## src/rtl/stg_ma_mp_pkg.sv

```systemverilog
// Shared constants and helpers for the memory-address (MA) stage.
//   SIZE_ADDR     : memory address width used across the pipeline
//   HBIT_ADDR     : MSB index of a memory address
//   MA_NPORTS_MAX : largest supported number of memory address ports
//   ma_load_e     : source selected for the MA output register each cycle
package stg_ma_mp_pkg;

  localparam int SIZE_ADDR     = 24;
  localparam int HBIT_ADDR     = SIZE_ADDR - 1;
  localparam int MA_NPORTS_MAX = 8;

  typedef enum logic [1:0] {
    LOAD_NONE = 2'd0,
    LOAD_IN   = 2'd1,
    LOAD_SKID = 2'd2
  } ma_load_e;

  function automatic bit ma_nports_ok(input int n);
    return (n >= 2) && (n <= MA_NPORTS_MAX);
  endfunction

endpackage

```

## src/rtl/stg_ma_mp_if.sv

```systemverilog
// EX -> MA -> MO link bundle for the MA stage.
//   iw_valid/ow_ready          : upstream handshake (EX side)
//   iw_payload/iw_mem_req/iw_addr : op side-band, memory flag, memory address
//   iw_flush                   : discard every held op
//   ow_valid/iw_ready          : downstream handshake (MO side)
//   ow_payload/ow_mem_req/ow_mem_port : output op and its port tag
//   ow_mem_addr/ow_mem_addr_we : port address registers and their load pulse
// slave is the stage view, master the surrounding pipeline view.
interface stg_ma_mp_if
  import stg_ma_mp_pkg::*;
#(
  parameter int W_PAYLOAD = 64,
  parameter int W_ADDR    = SIZE_ADDR,
  parameter int N_PORTS   = 2
);
  localparam int W_PTR = $clog2(N_PORTS);

  logic                      iw_valid;
  logic                      ow_ready;
  logic [W_PAYLOAD-1:0]      iw_payload;
  logic                      iw_mem_req;
  logic [W_ADDR-1:0]         iw_addr;
  logic                      iw_flush;
  logic                      ow_valid;
  logic                      iw_ready;
  logic [W_PAYLOAD-1:0]      ow_payload;
  logic                      ow_mem_req;
  logic [W_PTR-1:0]          ow_mem_port;
  logic [N_PORTS*W_ADDR-1:0] ow_mem_addr;
  logic [N_PORTS-1:0]        ow_mem_addr_we;

  modport slave (
    input  iw_valid, iw_payload, iw_mem_req, iw_addr, iw_flush, iw_ready,
    output ow_ready, ow_valid, ow_payload, ow_mem_req, ow_mem_port,
           ow_mem_addr, ow_mem_addr_we
  );

  modport master (
    output iw_valid, iw_payload, iw_mem_req, iw_addr, iw_flush, iw_ready,
    input  ow_ready, ow_valid, ow_payload, ow_mem_req, ow_mem_port,
           ow_mem_addr, ow_mem_addr_we
  );

endinterface

```

## src/rtl/stg_ma_port_file.sv

```systemverilog
// Memory address port registers for the MA stage.
//   iw_clk/iw_rst : clock, asynchronous active-high reset
//   we/wr_sel/wr_addr : load wr_addr into port wr_sel when we is high
//   addr_flat     : all port registers, port p at [p*W_ADDR +: W_ADDR]
//   we_pulse      : one-hot, port p was loaded on the previous edge
// Registers keep their value until the port is assigned again.
module stg_ma_port_file #(
  parameter int N_PORTS = 2,
  parameter int W_ADDR  = 24,
  parameter int W_PTR   = 1
) (
  input  logic                      iw_clk,
  input  logic                      iw_rst,
  input  logic                      we,
  input  logic [W_PTR-1:0]          wr_sel,
  input  logic [W_ADDR-1:0]         wr_addr,
  output logic [N_PORTS*W_ADDR-1:0] addr_flat,
  output logic [N_PORTS-1:0]        we_pulse
);

  logic [W_ADDR-1:0]  addr_p1 [N_PORTS];
  logic [N_PORTS-1:0] we_pulse_p1;

  // ---- stage boundary: port registers ----
  always_ff @(posedge iw_clk or posedge iw_rst) begin
    if (iw_rst) begin
      for (int p = 0; p < N_PORTS; p++) addr_p1[p] <= '0;
      we_pulse_p1 <= '0;
    end else begin
      for (int p = 0; p < N_PORTS; p++) begin
        if (we && (wr_sel == W_PTR'(p))) begin
          addr_p1[p]     <= wr_addr;
          we_pulse_p1[p] <= 1'b1;
        end else begin
          we_pulse_p1[p] <= 1'b0;
        end
      end
    end
  end

  for (genvar p = 0; p < N_PORTS; p++) begin : g_flat
    assign addr_flat[p*W_ADDR +: W_ADDR] = addr_p1[p];
  end

  assign we_pulse = we_pulse_p1;

endmodule

```

## src/rtl/stg_ma_mp.sv

```systemverilog
// Memory-address pipeline stage between EX and MO.
//   iw_clk/iw_rst : clock, asynchronous active-high reset
//   bus (slave)   : EX-side and MO-side handshakes, op side-band, flush,
//                   port tag and port address registers (see stg_ma_mp_if)
// One output register plus one skid entry; ow_ready depends only on skid
// occupancy, so there is no combinational path from iw_ready. Memory ops are
// assigned round-robin to N_PORTS address ports; both pointers advance per
// accepted transfer only, so stalls and flushes keep MA and MO in step.
module stg_ma_mp
  import stg_ma_mp_pkg::*;
#(
  parameter int W_PAYLOAD = 64,
  parameter int W_ADDR    = SIZE_ADDR,
  parameter int N_PORTS   = 2
) (
  input  logic        iw_clk,
  input  logic        iw_rst,
  stg_ma_mp_if.slave  bus
);

  localparam int W_PTR = $clog2(N_PORTS);
  localparam logic [W_PTR-1:0] PTR_LAST = W_PTR'(N_PORTS - 1);

  if (!ma_nports_ok(N_PORTS)) begin : g_bad_nports
    $error("stg_ma_mp: N_PORTS must be in 2..%0d", MA_NPORTS_MAX);
  end

  // Explicit wrap so non-power-of-two port counts work.
  function automatic logic [W_PTR-1:0] ptr_inc(input logic [W_PTR-1:0] p);
    return (p == PTR_LAST) ? '0 : p + 1'b1;
  endfunction

  logic                 in_fire, out_fire, skid_load;
  ma_load_e             out_load;
  logic [W_PTR-1:0]     wr_ptr, rd_ptr, rd_ptr_nxt;

  logic                 skid_vld_p0;
  logic [W_PAYLOAD-1:0] skid_payload_p0;
  logic                 skid_mem_req_p0;
  logic [W_PTR-1:0]     skid_tag_p0;

  logic                 out_vld_p1;
  logic [W_PAYLOAD-1:0] out_payload_p1;
  logic                 out_mem_req_p1;
  logic [W_PTR-1:0]     out_tag_p1;

  always_comb begin
    in_fire   = bus.iw_valid & ~skid_vld_p0 & ~bus.iw_flush;
    out_fire  = out_vld_p1 & bus.iw_ready;
    out_load  = LOAD_NONE;
    skid_load = 1'b0;
    if (skid_vld_p0) begin
      // Skid drains first; input is blocked while it is occupied.
      if (out_fire) out_load = LOAD_SKID;
    end else if (in_fire) begin
      if (!out_vld_p1 || out_fire) out_load  = LOAD_IN;
      else                         skid_load = 1'b1;
    end
    rd_ptr_nxt = (out_fire && out_mem_req_p1) ? ptr_inc(rd_ptr) : rd_ptr;
  end

  // ---- stage boundary: control (valids, pointers) ----
  always_ff @(posedge iw_clk or posedge iw_rst) begin
    if (iw_rst) begin
      out_vld_p1  <= 1'b0;
      skid_vld_p0 <= 1'b0;
      wr_ptr      <= '0;
      rd_ptr      <= '0;
    end else begin
      rd_ptr <= rd_ptr_nxt;
      if (bus.iw_flush) begin
        // Realign allocation to the consumer so the next op gets rd_ptr.
        out_vld_p1  <= 1'b0;
        skid_vld_p0 <= 1'b0;
        wr_ptr      <= rd_ptr_nxt;
      end else begin
        case (out_load)
          LOAD_IN:   out_vld_p1 <= 1'b1;
          LOAD_SKID: begin
            out_vld_p1  <= 1'b1;
            skid_vld_p0 <= 1'b0;
          end
          default:   if (out_fire) out_vld_p1 <= 1'b0;
        endcase
        if (skid_load) skid_vld_p0 <= 1'b1;
        if (in_fire && bus.iw_mem_req) wr_ptr <= ptr_inc(wr_ptr);
      end
    end
  end

  // ---- stage boundary: skid and output data ----
  always_ff @(posedge iw_clk or posedge iw_rst) begin
    if (iw_rst) begin
      skid_payload_p0 <= '0;
      skid_mem_req_p0 <= 1'b0;
      skid_tag_p0     <= '0;
      out_payload_p1  <= '0;
      out_mem_req_p1  <= 1'b0;
      out_tag_p1      <= '0;
    end else if (!bus.iw_flush) begin
      if (skid_load) begin
        skid_payload_p0 <= bus.iw_payload;
        skid_mem_req_p0 <= bus.iw_mem_req;
        skid_tag_p0     <= wr_ptr;
      end
      case (out_load)
        LOAD_IN: begin
          out_payload_p1 <= bus.iw_payload;
          out_mem_req_p1 <= bus.iw_mem_req;
          out_tag_p1     <= wr_ptr;
        end
        LOAD_SKID: begin
          out_payload_p1 <= skid_payload_p0;
          out_mem_req_p1 <= skid_mem_req_p0;
          out_tag_p1     <= skid_tag_p0;
        end
        default: ;
      endcase
    end
  end

  stg_ma_port_file #(
    .N_PORTS (N_PORTS),
    .W_ADDR  (W_ADDR),
    .W_PTR   (W_PTR)
  ) u_port_file (
    .iw_clk    (iw_clk),
    .iw_rst    (iw_rst),
    .we        (in_fire & bus.iw_mem_req),
    .wr_sel    (wr_ptr),
    .wr_addr   (bus.iw_addr),
    .addr_flat (bus.ow_mem_addr),
    .we_pulse  (bus.ow_mem_addr_we)
  );

  assign bus.ow_ready    = ~skid_vld_p0;
  assign bus.ow_valid    = out_vld_p1;
  assign bus.ow_payload  = out_payload_p1;
  assign bus.ow_mem_req  = out_mem_req_p1;
  assign bus.ow_mem_port = out_tag_p1;

endmodule

```

## src/flat_wrapper.sv

```systemverilog
// flat-port wrapper written by rule: the top's interface ports become plain ports
module stg_ma_mp_flat import stg_ma_mp_pkg::*;
#(
  parameter int W_PAYLOAD = 64,
  parameter int W_ADDR    = SIZE_ADDR,
  parameter int N_PORTS   = 2
)
  (iw_clk, iw_rst, bus_iw_valid, bus_iw_payload, bus_iw_mem_req, bus_iw_addr, bus_iw_flush, bus_iw_ready, bus_ow_ready, bus_ow_valid, bus_ow_payload, bus_ow_mem_req, bus_ow_mem_port, bus_ow_mem_addr, bus_ow_mem_addr_we);
  stg_ma_mp_if #(.W_PAYLOAD(W_PAYLOAD), .W_ADDR(W_ADDR), .N_PORTS(N_PORTS)) bus_i ();
  input  logic iw_clk;
  input  logic iw_rst;
  input wire logic [$bits(bus_i.iw_valid)-1:0] bus_iw_valid;
  input wire logic [$bits(bus_i.iw_payload)-1:0] bus_iw_payload;
  input wire logic [$bits(bus_i.iw_mem_req)-1:0] bus_iw_mem_req;
  input wire logic [$bits(bus_i.iw_addr)-1:0] bus_iw_addr;
  input wire logic [$bits(bus_i.iw_flush)-1:0] bus_iw_flush;
  input wire logic [$bits(bus_i.iw_ready)-1:0] bus_iw_ready;
  output wire logic [$bits(bus_i.ow_ready)-1:0] bus_ow_ready;
  output wire logic [$bits(bus_i.ow_valid)-1:0] bus_ow_valid;
  output wire logic [$bits(bus_i.ow_payload)-1:0] bus_ow_payload;
  output wire logic [$bits(bus_i.ow_mem_req)-1:0] bus_ow_mem_req;
  output wire logic [$bits(bus_i.ow_mem_port)-1:0] bus_ow_mem_port;
  output wire logic [$bits(bus_i.ow_mem_addr)-1:0] bus_ow_mem_addr;
  output wire logic [$bits(bus_i.ow_mem_addr_we)-1:0] bus_ow_mem_addr_we;
  assign bus_i.iw_valid = bus_iw_valid;
  assign bus_i.iw_payload = bus_iw_payload;
  assign bus_i.iw_mem_req = bus_iw_mem_req;
  assign bus_i.iw_addr = bus_iw_addr;
  assign bus_i.iw_flush = bus_iw_flush;
  assign bus_i.iw_ready = bus_iw_ready;
  assign bus_ow_ready = bus_i.ow_ready;
  assign bus_ow_valid = bus_i.ow_valid;
  assign bus_ow_payload = bus_i.ow_payload;
  assign bus_ow_mem_req = bus_i.ow_mem_req;
  assign bus_ow_mem_port = bus_i.ow_mem_port;
  assign bus_ow_mem_addr = bus_i.ow_mem_addr;
  assign bus_ow_mem_addr_we = bus_i.ow_mem_addr_we;
  stg_ma_mp #(.W_PAYLOAD(W_PAYLOAD), .W_ADDR(W_ADDR), .N_PORTS(N_PORTS)) u_core (.iw_clk(iw_clk), .iw_rst(iw_rst), .bus(bus_i));
endmodule
```

## config.mk

```make
export PLATFORM = sky130hd
export DESIGN_NAME = stg_ma_mp_flat
export DESIGN_NICKNAME = d
export VERILOG_FILES = /design/src/rtl/stg_ma_mp_pkg.sv /design/src/rtl/stg_ma_mp_if.sv /design/src/rtl/stg_ma_port_file.sv /design/src/rtl/stg_ma_mp.sv /design/src/flat_wrapper.sv
export SDC_FILE = /design/constraint.sdc
export NUM_CORES = 1
export LEC_CHECK = 0
export BUFFER_PORTS_ARGS = -buffer_cell sky130_fd_sc_hd__buf_2
export CORE_MARGIN = 5
export CORE_UTILIZATION = 30
export CTS_CLUSTER_DIAMETER = 30
export DETAILED_ROUTE_END_ITERATION = 12
export GPL_TIMING_DRIVEN = 0
export SYNTH_ARGS = -nofsm -noshare
export SYNTH_HDL_FRONTEND = slang
export SYNTH_SLANG_ARGS = --single-unit
```

## constraint.sdc

```tcl
create_clock -name iw_clk -period 6.7 [get_ports iw_clk]
set_input_delay 1.005 -clock iw_clk [delete_from_list [all_inputs] [get_ports iw_clk]]
set_output_delay 1.005 -clock iw_clk [all_outputs]
set_load 0.005 [all_outputs]
```

# After elaboration in Yosys (flattened, before gate mapping)
# Cells that the tools add are included.
# Widths: inputs -> output; s select.
# totals
regBits,186
in_bits,94
elab_cells,60
# op_classes
add_sub_neg,2
n_eq_ne,2
mux,23
bitwise,7
reduce_logical,13
# op_table
cell,n
$pmux 64 s2,1
$mux 1,17
$mux 2,3
$reduce_bool 3->1,2
$and 1x1->1,4
$logic_and 1x1->1,4
$pmux 1 s2,2
$reduce_and 2->1,2
$reduce_bool 2->1,2
$not 1->1,3
$add 1x1->1 const B,2
$eq 2x1->1 const B,1
$eq 2x2->1 const B,1
$reduce_or 2->1,1
$logic_not 1->1,1
$logic_or 1x1->1,1

# Depth between registers and ports, before layout
# Gate-level depths: netlist of the first run.
# depth
depth_word,9
depth_mapped,5
ltp_nobuf,3

# By module
# Synthesis of the first run repeated with hierarchy kept, for this count alone.
# unflattened
cells_unflattened,478
area_unflattened_um2,7845.0
# modules_own_cells
mod,instances,cells_each,area_per_inst_um2,seq_area_each_um2
stg_ma_mp,1,371,5965.7,3403.3
stg_ma_port_file,1,107,1879.3,1251.2

# Worst setup path before layout of the first run
# No wires, ideal clock.
# synth_path
path_type,input port to flip-flop
from,input bus_iw_flush
to,"register u_core.u_port_file.addr_p1, in the netlist u_core.u_port_file.addr_flat[0]"
t_arrival_ns,2.058
required_ns,6.575
path_slack_ns,4.517
cell_stages,5
n_path_buf,2
cell_sequence,nor3b_2 -> and3b_1 -> buf_2 -> buf_2 -> mux2_2
# synth_via
elab_chain_len,4
# synth_lines
item,line,source
from (decl),flat_wrapper.sv:16,input wire logic [$bits(bus_i.iw_flush)-1:0] bus_iw_flush;
$not 1->1 (no source line),n/a,
$and 1x1->1,stg_ma_mp.sv:48,in_fire = bus.iw_valid & ~skid_vld_p0 & ~bus.iw_flush;
$and 1x1->1,stg_ma_mp.sv:129,".we (in_fire & bus.iw_mem_req),"
$logic_and 1x1->1,stg_ma_port_file.sv:31,if (we && (wr_sel == W_PTR'(p))) begin
"to (signal, indexed assignment)",stg_ma_port_file.sv:32,addr_p1[p] <= wr_addr;
to (decl),stg_ma_port_file.sv:21,logic [W_ADDR-1:0] addr_p1 [N_PORTS];
# Every way passes these cells.
# A chain may end at the register's enable or synchronous reset.

# Worst setup path after layout of the first run
# Ends and elaborated chain as after synthesis.

==> impl_metrics.tcl, run 1 <==
set metrics [dict create \
    avgSynthCellArea_um2 16.2 \
    yosysTopAreaCell "dfrtp_1" \
    min_path_type "reg2reg" \
    yosys-top-cells-count "186 x dfrtp_1, 169 x mux2_2, 78 x mux2_1" \
    yosys-top-cells-area "dfrtp_1 60%, mux2_2 25%, mux2_1 11%" \
    post_dp_cell_area_um2 9260 \
    insertion_delay_ps 410 \
    dp_hpwl_um 12300 \
    fp.coreArea_um2 25300 \
    hold_slack_ps 472 \
    worstHoldStart "u_core.rd_ptr" \
    path_delay_family "buffers and inverters" \
    slew_violations 0 \
    fin_nets 803 \
    routedWlPerCell_um 16.5 \
    pin_count 212 \
    grt_overflow 0 \
    diodes 0 \
    crit_fanout 10 \
    cts_tree "built" \
    grt_max_degree 120 \
    drv_cap 0 \
    ant_nets 0 \
    drc 0 \
    port_buffers 211 \
    rsz0062_at_grt "false" \
    drtIter0Drc 154 \
    worstPathArrival_ps 2460 \
    status "finished clean" \
    finalCriticalPeriod_ps 2160 \
    nFillCells 2424 \
    cts_made_buffers 17 \
    critPathKind "in2reg" \
    area_delta_synth_final_pct 26.6 \
    cts-htree-levels 4 \
    crit_path_start_kind "input port" \
    fin_total_pwr_mw 3.36 \
    cts_buffer_depth 2 \
    crit_path_cell_trace "buf_2, nor3b_2, and3b_1, buf_2, buf_2, mux2_2" \
    vias 4708 \
    cts.sinks 186 \
    die_area_um2 29200 \
    slew_headroom_pct 55.7 \
    start_util_pct 30.6 \
    vdd_drop_max_uv 170 \
    design_area_um2 9810 \
    die_height_um 171 \
    finalHoldViolCount 0 \
    ff2ff_setup_slack_ps 4770 \
    slowest_delay_ps 370 \
    finClkSkew_ps 7.12 \
    reg2reg_depth 5 \
    place_congestion 0.710 \
    cts_hold_buf 0 \
    grt_usage_pct 12.1 \
    via_per_inst 4.48 \
    crit_top_cell "buf_2" \
    post-synth-top-count-cell "dfrtp_1" \
    crit_required_ps 7000 \
    clkTransAtPathRegs_ps 70 \
    die-width_um 171 \
    synth.distinct_cells 21 \
    hold_depth 1 \
    syn-num-nets 572 \
    root_buffer "clkbuf_16" \
    async_flop_share_pct 100 \
    yosysSeqAreaShare_pct 60.0 \
    cts_setup_buffers 0 \
    drtPass1Iterations 4 \
    timing.final.crit_share_pct 32.3 \
    max_freq_mhz 463 \
    wl_um 17400 \
    ctsResizeCount 0 \
    synth-seq-cells 186 \
    setup_violations 0 \
    grt_pass1_vias 5098 \
    synth-edff-count 0 \
    rows 58 \
    rr_startpoint "u_core.skid_vld_p0" \
    end_kind "flip-flop" \
    power.density_nw_per_um2 343 \
    ys.flop_type "dfrtp_1" \
    grt_pass1_wl_um 27900 \
    yosys_warnings 0 \
    min_to "u_core.rd_ptr" \
    tightest_slew_ps 665 \
    synth_top_area_share_pct 60.0 \
    critical_path.slowest_cell "mux2_2" \
    p_leak_nw 4.57 \
    drive_above_1_share_pct 60.5 \
    r2r_end "u_core.u_port_file.addr_flat[0]" \
    synthCells 478 \
    antenna_found_initial 1 \
    syn-cell-area_um2 7750 \
    crit_buf_inv 3 \
]
-- where the power goes --
part / total, mW / switching, mW / internal, mW
Combinational: 0.749 / 0.294 / 0.455
Clock: 0.976 / 0.439 / 0.536
Sequential: 1.64 / 0.164 / 1.47
-- registers in the layout, indices dropped and copies added (netlist names), 2 cells and up --
| name | cells |
|---|---|
| u_core.bus.ow_payload | 64 |
| u_core.skid_payload_p0 | 64 |
| u_core.u_port_file.addr_flat | 48 |
| u_core.u_port_file.we_pulse | 2 |
-- worst reg2reg max path, stage by stage, from the launching register on --
cell,delay [ps]
dfrtp_1,460
nor3b_2,270
and3b_1,220
buf_2,210
buf_2,280
mux2_2,380
-- per-stage QoR --
stage	setup WS (ps)	utilization, %	setup TNS [ps]	instances
after floorplan	638	-	0	478
after global placement	-1960	36.4	-361580	1019
after detailed placement	4050	36.5	0	1020
after CTS	4500	38.7	0	1052
after global routing	4430	38.7	0	1052
final	4540	38.7	0	1052
-- worst max-delay path by stage --
stage	startpoint	to	slack [ps]	cells past startpoint
floorplan	iw_rst	u_core.bus.ow_mem_port	640	1
global placement	iw_rst	u_core.u_port_file.addr_flat[9]	-1960	2
detailed placement	bus_iw_valid	u_core.skid_payload_p0[0]	4050	6
CTS	bus_iw_valid	u_core.skid_payload_p0[0]	4500	6
global route	bus_iw_valid	u_core.skid_payload_p0[0]	4430	6
finish	bus_iw_flush	u_core.u_port_file.addr_flat[0]	4540	6
-- cells by family (layout without fill, tap and decap cells) --
group           Yosys count  after routing  share of synthesized area (%)
simple gates             10             10                          0.968
compound gates            3              3                          0.226
buf+inv                  29            273                           2.53
flops                   186            186                           60.0
mux                     248            248                           36.0
xor+xnor                  2              2                          0.226
-- layout make-up --
cell class | instances | area, um^2 | share of cell area [%]
multi-input combinational | 263 | 2900 | 29.6
clock inverter | 9 | 88.8 | 0.905
inverter | 3 | 18.8 | 0.191
sequential | 186 | 4650 | 47.4
clock buffer | 23 | 468 | 4.77
buffer | 26 | 185 | 1.89
timing repair buffer | 212 | 1080 | 11.0
tap | 330 | 413 | 4.21
-- per-layer routing --
metal  up-vias  wire length [um]  track usage, %
met4         2               107            2.71
met2       139              8410            20.4
met1      2378              7330            14.8
li1       2182                 -               -
met5         -                13               0
met3         7              1490            4.74
-- layout by cell type, fill, tap and decap left out, drive strengths merged, types with 2 or more instances in the layout --
cell,n
clkbuf,25
inv,6
xnor2,2
buf,236
nand3,3
clkinvlp,3
clkinv,2
a21oi,2
dfrtp,186
mux2,247
Note: power is estimated with default switching activity, not from simulation.
==> run 2, diff against run 1 <==
clock period = 2.2 ns   (was 6.7 ns; I/O delays follow)
==> run 2 against run 1 <==
Against the previous run: non-clock buffer count is 5 higher; sequential share of layout area is 0.73 points lower; sequential power grew to 3.0 times the previous value; critical path type is now reg2reg; register-to-register slack worse by 4500 ps.
==> impl_metrics.tcl, run 2 (synthesis results as in run 1) <==
set metrics [dict create \
    fin_total_pwr_mw 10.6 \
    finClkSkew_ps 11.5 \
    rr_startpoint "u_core.bus.ow_valid" \
    slew_headroom_pct 58.5 \
    grt_max_degree 42 \
    reg2reg_depth 5 \
    cts_tree "built" \
    routedWlPerCell_um 16.5 \
    crit_fanout 10 \
    power.density_nw_per_um2 1060 \
    p_leak_nw 4.64 \
    hold_depth 2 \
    area_delta_synth_final_pct 28.6 \
    rsz0062_at_grt "false" \
    grt_overflow 0 \
    root_buffer "clkbuf_16" \
    tightest_slew_ps 622 \
    die_area_um2 29200 \
    via_per_inst 4.51 \
    die-width_um 171 \
    fin_nets 808 \
    dp_cells 1024 \
    drive_above_1_share_pct 61.1 \
    cts_buffer_depth 2 \
    r2r_end "u_core.skid_payload_p0[61]" \
    dp_hpwl_um 12600 \
    clkTransAtPathRegs_ps 70 \
    cts_setup_buffers 0 \
    grt_pass1_wl_um 28100 \
    wl_um 17400 \
    final_common_cell "buf_2" \
    end_kind "flip-flop" \
    start_util_pct 30.6 \
    crit_path_start_kind "flip-flop" \
    insertion_delay_ps 420 \
    rows 58 \
    final_cells 1058 \
    finalHoldViolCount 0 \
    min_path_type "in2reg" \
    vias 4769 \
    cp-startpoint "u_core.bus.ow_valid" \
    fp.coreArea_um2 25300 \
    vdd_drop_max_uv 542 \
    crit_required_ps 2500 \
    drtPass1Iterations 4 \
    grt_pass1_vias 5225 \
    drtIter0Drc 165 \
    critPathKind "reg2reg" \
    finalCriticalPeriod_ps 1930 \
    ff2ff_setup_slack_ps 270 \
    crit_path_end "u_core.skid_payload_p0[61]" \
    cts_hold_buf 1 \
    drv_cap 0 \
    max_freq_mhz 519 \
    grt_usage_pct 12.3 \
    drc 0 \
    status "finished clean" \
    antenna_found_initial 3 \
    worstPathArrival_ps 2220 \
    cts-htree-levels 4 \
    cts.sinks 186 \
    cts_made_buffers 17 \
    die_height_um 171 \
    nFillCells 2409 \
    slew_violations 0 \
    timing.final.crit_share_pct 87.5 \
    setup_violations 0 \
    final_cell_mix "224 x buf_2, 186 x dfrtp_1, 169 x mux2_2" \
    ctsResizeCount 0 \
    hold_slack_ps 130 \
    place_congestion 0.691 \
    port_buffers 211 \
    ant_nets 0 \
    pin_count 212 \
]
## run 2: power by group
| part | internal (mW) | total (mW) | leakage, nW | switching (mW) |
|---|---|---|---|---|
| Combinational | 1.40 | 2.30 | 2.10 | 0.899 |
| Sequential | 4.49 | 5.00 | 2.24 | 0.508 |
| Clock | 1.90 | 3.29 | 0.301 | 1.39 |
## run 2: how the worst min path moves through the flow
| stage | start | end |
|---|---|---|
| after floorplan | bus_iw_flush | u_core.bus.ow_valid |
| after detailed placement | iw_rst | u_core.u_port_file.addr_flat[15] |
| after global placement | u_core.rd_ptr | u_core.rd_ptr |
| after CTS | bus_iw_payload[40] | u_core.skid_payload_p0[40] |
| final | bus_iw_payload[33] | u_core.skid_payload_p0[33] |
| after global routing | bus_iw_payload[48] | u_core.skid_payload_p0[48] |
## run 2: routing by layer
layer / vias up / routed length [um] / GRT usage, %
met5: - / 25 / 0
met4: 4 / 183 / 3.37
met1: 2432 / 7420 / 15.3
met3: 18 / 1460 / 5.11
met2: 135 / 8350 / 19.7
li1: 2180 / - / -
## run 2: final cells by class
type / count / area [um^2] / share of cell area, %
Sequential cell: 186 / 4650 / 46.7
Inverter: 3 / 15.0 / 0.151
Multi-Input combinational cell: 263 / 2900 / 29.1
Clock inverter: 11 / 158 / 1.58
Antenna cell: 1 / 2.50 / 0.0251
Tap cell: 330 / 413 / 4.14
Buffer: 26 / 185 / 1.86
Clock buffer: 21 / 470 / 4.72
Timing Repair Buffer: 217 / 1170 / 11.7
## run 2: stage by stage
stage	utilization [%]	area [um^2]	TNS, ps	setup slack, ps
2_1_floorplan	-	7760	-97190	-523
5_1_grt	39.3	9970	0	123
3_5_place_dp	36.8	9330	0	193
6_report	39.3	9970	0	275
4_1_cts	39.3	9960	0	184
3_3_place_gp	36.4	9230	-348190	-1890
## run 2: worst max-delay path, stage by stage (launching register included)
cell	delay (ps)
dfrtp_1	450
nor2b_1	190
nand2_1	160
buf_2	300
buf_2	350
mux2_1	350
